<file path="src/rtl/fetch_stage_pkg.sv">
// rtl/fetch_stage_pkg.sv - shared types, reset constants and PC helper for the fetch stage
package fetch_stage_pkg;

    localparam logic [31:0] RESET_PC_DEF = 32'hBFC0_0000;
    localparam logic [31:0] NOP_WORD_DEF = 32'h0000_0000;

    typedef enum logic [1:0] {
        FS_IDLE = 2'd0,
        FS_WAIT = 2'd1,
        FS_HOLD = 2'd2,
        FS_KILL = 2'd3
    } fetch_state_t;

    // Sequential PC; wraps modulo 2^32 without any flag.
    function automatic logic [31:0] pc_plus4(input logic [31:0] pc);
        return pc + 32'd4;
    endfunction

endpackage

</file>
<file path="src/rtl/fetch_stage_if.sv">
// rtl/fetch_stage_if.sv - single-outstanding instruction-memory request/response bundle
interface fetch_stage_if;

    logic        inst_req;
    logic [31:0] inst_addr;
    logic [31:0] inst_rdata;
    logic        inst_data_ok;

    // Fetch side issues requests and takes responses.
    modport master (
        output inst_req,
        output inst_addr,
        input  inst_rdata,
        input  inst_data_ok
    );

    // Memory side answers them.
    modport slave (
        input  inst_req,
        input  inst_addr,
        output inst_rdata,
        output inst_data_ok
    );

endinterface

</file>
<file path="src/rtl/fetch_pc_sel.sv">
// rtl/fetch_pc_sel.sv - next-PC priority mux: exception > bypassed redirect > pending redirect > pc+4
module fetch_pc_sel
    import fetch_stage_pkg::*;
(
    input  logic        exc_flush,
    input  logic [31:0] exc_pc,
    input  logic        redirect_d,
    input  logic [31:0] target_d,
    input  logic        pend_valid,
    input  logic [31:0] pend_target,
    input  logic [31:0] pc_f,
    output logic [31:0] next_pc
);

    // Highest-priority source wins; a same-cycle redirect bypasses the pending register.
    always_comb begin
        next_pc = pc_plus4(pc_f);
        if (exc_flush) begin
            next_pc = exc_pc;
        end else if (redirect_d) begin
            next_pc = target_d;
        end else if (pend_valid) begin
            next_pc = pend_target;
        end
    end

endmodule

</file>
<file path="src/rtl/fetch_stage.sv">
// rtl/fetch_stage.sv - MIPS fetch stage and IF/ID register; optional FETCH_ADEL_CHECK_EN address-error check
module fetch_stage
    import fetch_stage_pkg::*;
#(
    parameter logic [31:0] RESET_PC = RESET_PC_DEF,
    parameter logic [31:0] NOP_WORD = NOP_WORD_DEF
) (
    input  logic                 clk,
    input  logic                 rst,
    fetch_stage_if.master        imem,
    input  logic                 stall_d,
    input  logic                 redirect_d,
    input  logic [31:0]          target_d,
    input  logic                 exc_flush,
    input  logic [31:0]          exc_pc,
    output logic [31:0]          pc_f,
    output logic [31:0]          instr_d,
    output logic [31:0]          pc_d,
    output logic [31:0]          pcplus4_d,
    output logic                 valid_d,
    output logic                 adel_d
);

`ifdef FETCH_ADEL_CHECK_EN
    localparam logic ADEL_EN = 1'b1;
`else
    localparam logic ADEL_EN = 1'b0;
`endif

    fetch_state_t state_q;
    logic         req_q;
    logic [31:0]  addr_q;
    logic         pend_valid_q;
    logic [31:0]  pend_target_q;
    logic [31:0]  hold_word_q;
    logic         parked_q;
    logic         adel_q;
    logic [31:0]  next_pc;
    logic         adel_hit;

    fetch_pc_sel u_pc_sel (
        .exc_flush   (exc_flush),
        .exc_pc      (exc_pc),
        .redirect_d  (redirect_d),
        .target_d    (target_d),
        .pend_valid  (pend_valid_q),
        .pend_target (pend_target_q),
        .pc_f        (pc_f),
        .next_pc     (next_pc)
    );

    assign imem.inst_req  = req_q;
    assign imem.inst_addr = addr_q;
    assign pcplus4_d      = pc_plus4(pc_d);
    assign adel_d         = ADEL_EN & adel_q;

    // A misaligned PC is never sent to memory when the address check is built in.
    assign adel_hit = ADEL_EN & (pc_f[1:0] != 2'b00);

    // Fetch FSM, PC, pending redirect, hold buffer and IF/ID register.
    always_ff @(posedge clk) begin
        if (rst) begin
            state_q       <= FS_IDLE;
            req_q         <= 1'b0;
            addr_q        <= RESET_PC;
            pc_f          <= RESET_PC;
            pend_valid_q  <= 1'b0;
            pend_target_q <= 32'd0;
            hold_word_q   <= NOP_WORD;
            parked_q      <= 1'b0;
            valid_d       <= 1'b0;
            instr_d       <= NOP_WORD;
            pc_d          <= 32'd0;
            adel_q        <= 1'b0;
        end else begin
            // Decode moved on without a new word: leave a bubble behind.
            if (!stall_d) begin
                valid_d <= 1'b0;
                instr_d <= NOP_WORD;
                adel_q  <= 1'b0;
            end

            // Remember a redirect until the delay-slot fetch consumes it.
            if (redirect_d) begin
                pend_valid_q  <= 1'b1;
                pend_target_q <= target_d;
            end

            case (state_q)
                FS_IDLE: begin
                    state_q <= FS_WAIT;
                    req_q   <= 1'b1;
                    addr_q  <= pc_f;
                end

                FS_WAIT: begin
                    if (!req_q) begin
                        if (adel_hit) begin
                            // Present the bad address to decode as a flagged NOP and park.
                            if (!stall_d) begin
                                valid_d  <= 1'b1;
                                instr_d  <= NOP_WORD;
                                pc_d     <= pc_f;
                                adel_q   <= 1'b1;
                                parked_q <= 1'b1;
                                state_q  <= FS_HOLD;
                            end
                        end else begin
                            req_q  <= 1'b1;
                            addr_q <= pc_f;
                        end
                    end else if (imem.inst_data_ok) begin
                        req_q <= 1'b0;
                        if (!stall_d) begin
                            valid_d      <= 1'b1;
                            instr_d      <= imem.inst_rdata;
                            pc_d         <= pc_f;
                            adel_q       <= 1'b0;
                            pc_f         <= next_pc;
                            pend_valid_q <= 1'b0;
                        end else begin
                            hold_word_q <= imem.inst_rdata;
                            state_q     <= FS_HOLD;
                        end
                    end
                end

                FS_HOLD: begin
                    if (!parked_q && !stall_d) begin
                        valid_d      <= 1'b1;
                        instr_d      <= hold_word_q;
                        pc_d         <= pc_f;
                        adel_q       <= 1'b0;
                        pc_f         <= next_pc;
                        pend_valid_q <= 1'b0;
                        state_q      <= FS_WAIT;
                    end
                end

                FS_KILL: begin
                    // Swallow the stale response, then fetch the flush target.
                    if (imem.inst_data_ok) begin
                        req_q   <= 1'b0;
                        state_q <= FS_WAIT;
                    end
                end

                default: state_q <= FS_IDLE;
            endcase

            // Exception flush overrides all of the above.
            if (exc_flush) begin
                pc_f <= exc_pc;
                if (state_q != FS_KILL) begin
                    valid_d      <= 1'b0;
                    instr_d      <= NOP_WORD;
                    adel_q       <= 1'b0;
                    pend_valid_q <= 1'b0;
                    parked_q     <= 1'b0;
                    if (state_q == FS_WAIT && req_q && !imem.inst_data_ok) begin
                        state_q <= FS_KILL;
                    end else begin
                        state_q <= FS_WAIT;
                        req_q   <= 1'b0;
                    end
                end
            end
        end
    end

endmodule

</file>
<file path="src/flat_wrapper.sv">
// flat-port wrapper written by rule: the top's interface ports become plain ports
module fetch_stage_flat import fetch_stage_pkg::*;
#(
    parameter logic [31:0] RESET_PC = RESET_PC_DEF,
    parameter logic [31:0] NOP_WORD = NOP_WORD_DEF
)
  (clk, rst, stall_d, redirect_d, target_d, exc_flush, exc_pc, pc_f, instr_d, pc_d, pcplus4_d, valid_d, adel_d, imem_inst_req, imem_inst_addr, imem_inst_rdata, imem_inst_data_ok);
  fetch_stage_if imem_i ();
  input  logic clk;
  input  logic rst;
  input  logic stall_d;
  input  logic redirect_d;
  input  logic [31:0] target_d;
  input  logic exc_flush;
  input  logic [31:0] exc_pc;
  output logic [31:0] pc_f;
  output logic [31:0] instr_d;
  output logic [31:0] pc_d;
  output logic [31:0] pcplus4_d;
  output logic valid_d;
  output logic adel_d;
  output wire logic [$bits(imem_i.inst_req)-1:0] imem_inst_req;
  output wire logic [$bits(imem_i.inst_addr)-1:0] imem_inst_addr;
  input wire logic [$bits(imem_i.inst_rdata)-1:0] imem_inst_rdata;
  input wire logic [$bits(imem_i.inst_data_ok)-1:0] imem_inst_data_ok;
  assign imem_inst_req = imem_i.inst_req;
  assign imem_inst_addr = imem_i.inst_addr;
  assign imem_i.inst_rdata = imem_inst_rdata;
  assign imem_i.inst_data_ok = imem_inst_data_ok;
  fetch_stage #(.RESET_PC(RESET_PC), .NOP_WORD(NOP_WORD)) u_core (.clk(clk), .rst(rst), .imem(imem_i), .stall_d(stall_d), .redirect_d(redirect_d), .target_d(target_d), .exc_flush(exc_flush), .exc_pc(exc_pc), .pc_f(pc_f), .instr_d(instr_d), .pc_d(pc_d), .pcplus4_d(pcplus4_d), .valid_d(valid_d), .adel_d(adel_d));
endmodule
</file>
<file path="config.mk">
export PLATFORM = sky130hd
export DESIGN_NAME = fetch_stage_flat
export DESIGN_NICKNAME = d
export VERILOG_FILES = /design/src/rtl/fetch_stage_pkg.sv /design/src/rtl/fetch_stage_if.sv /design/src/rtl/fetch_pc_sel.sv /design/src/rtl/fetch_stage.sv /design/src/flat_wrapper.sv
export SDC_FILE = /design/constraint.sdc
export NUM_CORES = 1
export LEC_CHECK = 0
export CAP_MARGIN = 20
export CORE_MARGIN = 3
export CORE_UTILIZATION = 35
export CTS_CLUSTER_DIAMETER = 80
export DETAILED_ROUTE_END_ITERATION = 10
export GPL_TIMING_DRIVEN = 0
export PLACE_DENSITY = 0.67
export RECOVER_POWER = 25
export SYNTH_ARGS = -nofsm -noshare
export SYNTH_HDL_FRONTEND = slang
export SYNTH_SLANG_ARGS = --single-unit
</file>
<file path="constraint.sdc">
create_clock -name clk -period 2.1 [get_ports clk]
set_input_delay 0.42 -clock clk [delete_from_list [all_inputs] [get_ports clk]]
set_output_delay 0.42 -clock clk [all_outputs]
set_load 0.005 [all_outputs]
</file>
==> flow_summary_export.csv <==
group,metric,value,unit
sta,hold_violations,0,
critical_path,critPathCaptureType,"output pin",
yosys,synth_top_family_by_area,"compound AO/OA/AOI/OAI gates",
sta,final-setup-viol-count,29,
critical_path,arrival,2.26,ns
place,placed_area,12800,um2
global_route,grt_pass1_wl,57.4,mm
sta,fin_crit,2.68,ns
yosys,ys_seq_elements,197,
worst_hold_path,worstHoldPathType,"register to register",
place,gp_congestion,0.935,
flow_run,maxCapViolations,0,
critical_path,rrSetupSlack,0.04,ns
die,core_region_area,27200,um2
yosys,synth_warnings,0,
critical_path,cp.required,1.68,ns
cts,cts-buffers-inserted,17,
global_route,grt_use_total,24.3,%
yosys,synthFlopType,"dfxtp_1",
layout,layout_common_cells,"nand2_1 (263), clkdlybuf4s50_1 (217), dfxtp_1 (165), a21oi_1 (144), nor2_1 (54)",
yosys,synth_top_cell_area_share,40.4,%
critical_path,crit_chain,"buf_12 > ha_4 > and3_4 > nand4_1 > nor2_2 > buf_4 > buf_6 > nand4_1 > xnor2_1 > buf_2",
power_and_ir_drop,powerDensity,622,nW/um2
critical_path,crit_path_top_delay_cell,"dfxtp_4",
cts,cts_htree_levels,4,
yosys,muxShareOfSynthArea,3.30,%
route,via_per_inst,5.40,
global_route,overflow,0,
power_and_ir_drop,peakVddDrop,0.517,mV
layout,fillers,2553,
yosys,synth_xor_area_share,3.68,%
critical_path,regToRegEndpoint,"u_core.pc_f[28]",
die,die_area,29900,um2
critical_path,critPathKind,"register to output pin",
yosys,synth_top_area_cell,"dfxtp_1",
sta,clock_skew,0.0136,ns
die,start_util,35.9,%
cts,clk_pin_slew,0.09,ns
layout,syn_to_final_growth,46.1,%
layout,fin_nets,1660,
worst_hold_path,min_to,"u_core.imem.inst_addr[8]",
worst_hold_path,hold_path_depth,2,
global_route,grt_pass1_vias,9948,
die,die_y,173,um
critical_path,cp-start-kind,"register",
cts,cts.sinks,197,
sta,period_share,127,%
yosys,synth_edf_count,0,
yosys,syn_inst,1226,
layout,drive_gt1_share,16.7,%
yosys,yosys-top-cells-area,"dfxtp_1 (40%), nand2_1 (10%), a21oi_1 (7.4%), mux2i_1 (3.2%), a22oi_1 (3.0%)",
place,post-place-ws,-0.763,ns
yosys,syn_area,9750,um2
power_and_ir_drop,p_leak,0.00540,uW
route,vias,10500,
die,io_pins,265,
layout,register_area,4020,um2
critical_path,crit_path_frequent_cell,"nand4_1",
critical_path,slowest_delay,0.38,ns
critical_path,path_max_fanout,4,
cts,cts_tree,"yes",
critical_path,crit_family,"simple AND/OR/NAND/NOR gates",
layout,fin_util,52.4,%
route,drt_iter0_markers,980,
yosys,synth-simple-area-share,22.0,%
yosys,synth_compound_area_share,22.2,%
sta,rsz0062_at_grt,"true",
cts,clock_path_buffers,2,
route,wire_per_inst,19.8,um
sta,timing.fmax,374,MHz
outcome,violations,"setup timing",
global_route,grt_max_degree,22,
die,die_w,173,um
sta,slew_headroom,47.1,%
route,drtPass1Iterations,6,
layout,mostFrequentLayoutCell,"nand2_1",
route,wirelength,38.3,mm
yosys,syn-num-nets,1334,
critical_path,reg2regPathDepth,8,
place,post-dp-hpwl,27.6,mm
layout,final_cell_area,14200,um2
outcome,run_status,"finished with violations",
yosys,synthAdderAreaFrac,0.770,%
layout,multi_input_area,5490,um2
place,dp_cells,1859,
sta,maxSlewViolCount,0,
layout,diodes,0,
sta,fin_hold_ws,0.454,ns
yosys,synth_cell_type_count,74,
yosys,syn_avg_cell_area,7.95,um2
layout,final_cells,1937,
place,io_buffers,261,
critical_path,path_buf_inv,4,
cts,clock-root-buffer,"clkbuf_16",
route,drc,0,
sta,worst_pin_slew,0.793,ns
cts,clk_latency,0.45,ns
route,antenna_left,0,
yosys,async_flop_share,0,%
critical_path,r2r-start,"u_core.state_q[0]",
worst_hold_path,worstHoldStart,"u_core.imem.inst_addr[8]",
die,rows,60,
global_route,antenna_found_initial,0,
yosys,ys_seq_area_share,40.4,%
sta,fin_ws,-0.576,ns
-- tightest hold or removal path: stages (launching register included) --
cell	delay [ns]
dfxtp_1	0.32
nand2_1	0.05
a21oi_1	0.05
-- layer usage --
metal / wire length, um / track usage (%) / up-vias
li1: - / - / 4953
met1: 16100 / 31.4 / 4916
met2: 17400 / 39.3 / 505
met3: 3280 / 5.93 / 86
met4: 1430 / 8.89 / 0
met5: 0 / 0 / -
-- kinds of logic (layout without fill, tap and decap cells) --
family / after synthesis / count (layout)
compound gates: 343 / 343
xor+xnor: 41 / 41
fa+ha+maj: 6 / 6
buf+inv: 141 / 480
flops: 197 / 197
mux: 32 / 32
other cells: 1 / 1
simple gates: 465 / 465
-- how the worst max path moves through the flow --
stage / from / to / cells after the start
2_1_floorplan: u_core.pc_d[13] / pcplus4_d[27] / 5
3_3_place_gp: u_core.pc_d[13] / pcplus4_d[31] / 6
3_5_place_dp: u_core.pc_d[13] / pcplus4_d[31] / 6
4_1_cts: u_core.pc_d[3] / pcplus4_d[27] / 7
5_1_grt: u_core.pc_d[2] / pcplus4_d[20] / 10
6_report: u_core.pc_d[2] / pcplus4_d[20] / 10
-- synth_stat cells (14+ instances only) --
library cell / instances
a21oi_1: 144
a221oi_1: 16
a22o_1: 32
a22oi_1: 39
clkbuf_1: 75
clkbuf_8: 14
dfxtp_1: 197
inv_1: 34
mux2i_1: 31
nand2_1: 271
nand2b_1: 17
nand3_1: 21
nand4_1: 20
nor2_1: 66
o21ai_0: 51
xnor2_1: 23
xor2_1: 18
-- state kept, by name (all words and copies together) (netlist names) --
name,flops
u_core.imem.inst_addr,32
u_core.state_q,2
u_core.imem.inst_req,1
u_core.valid_d,1
u_core.pend_target_q,32
u_core.pc_d,32
u_core.hold_word_q,32
u_core.instr_d,32
u_core.pend_valid_q,1
u_core.pc_f,32
-- stage by stage --
| step | setup TNS (ns) | power, uW |
|---|---|---|
| 2_1_floorplan | 0 | 4750 |
| 3_3_place_gp | -62.83 | 5520 |
| 3_5_place_dp | -67.79 | 5530 |
| 4_1_cts | -5.86 | 8830 |
| 5_1_grt | -14.94 | 9160 |
| 6_report | -7.59 | 8860 |
-- final cells by class --
type	instances	share of cell area [%]
Buffer	102	4.47
Clock buffer	17	2.99
Clock inverter	15	1.28
Inverter	35	0.922
Multi-Input combinational cell	888	38.5
Sequential cell	197	28.2
Tap cell	372	3.27
Timing Repair Buffer	311	20.3
-- where the power goes --
group	total, uW	internal [uW]	switching, uW	leakage (uW)
sequential	4050	3870	178	0.00162
combinational	1450	678	776	0.00347
clock	3350	1620	1730	0.000296
total	8860	6170	2690	0.00540
-- what timing repair did --
action | CTS | global route
gates resized for setup | 209 | 102
endpoints found under the hold margin | 0 | 0
pin swaps | 42 | 32
hold buffers | 0 | 0
endpoints found under the setup margin | 119 | 137
buffers inserted | 32 | 20
Power figures use the tool's default switching activity.
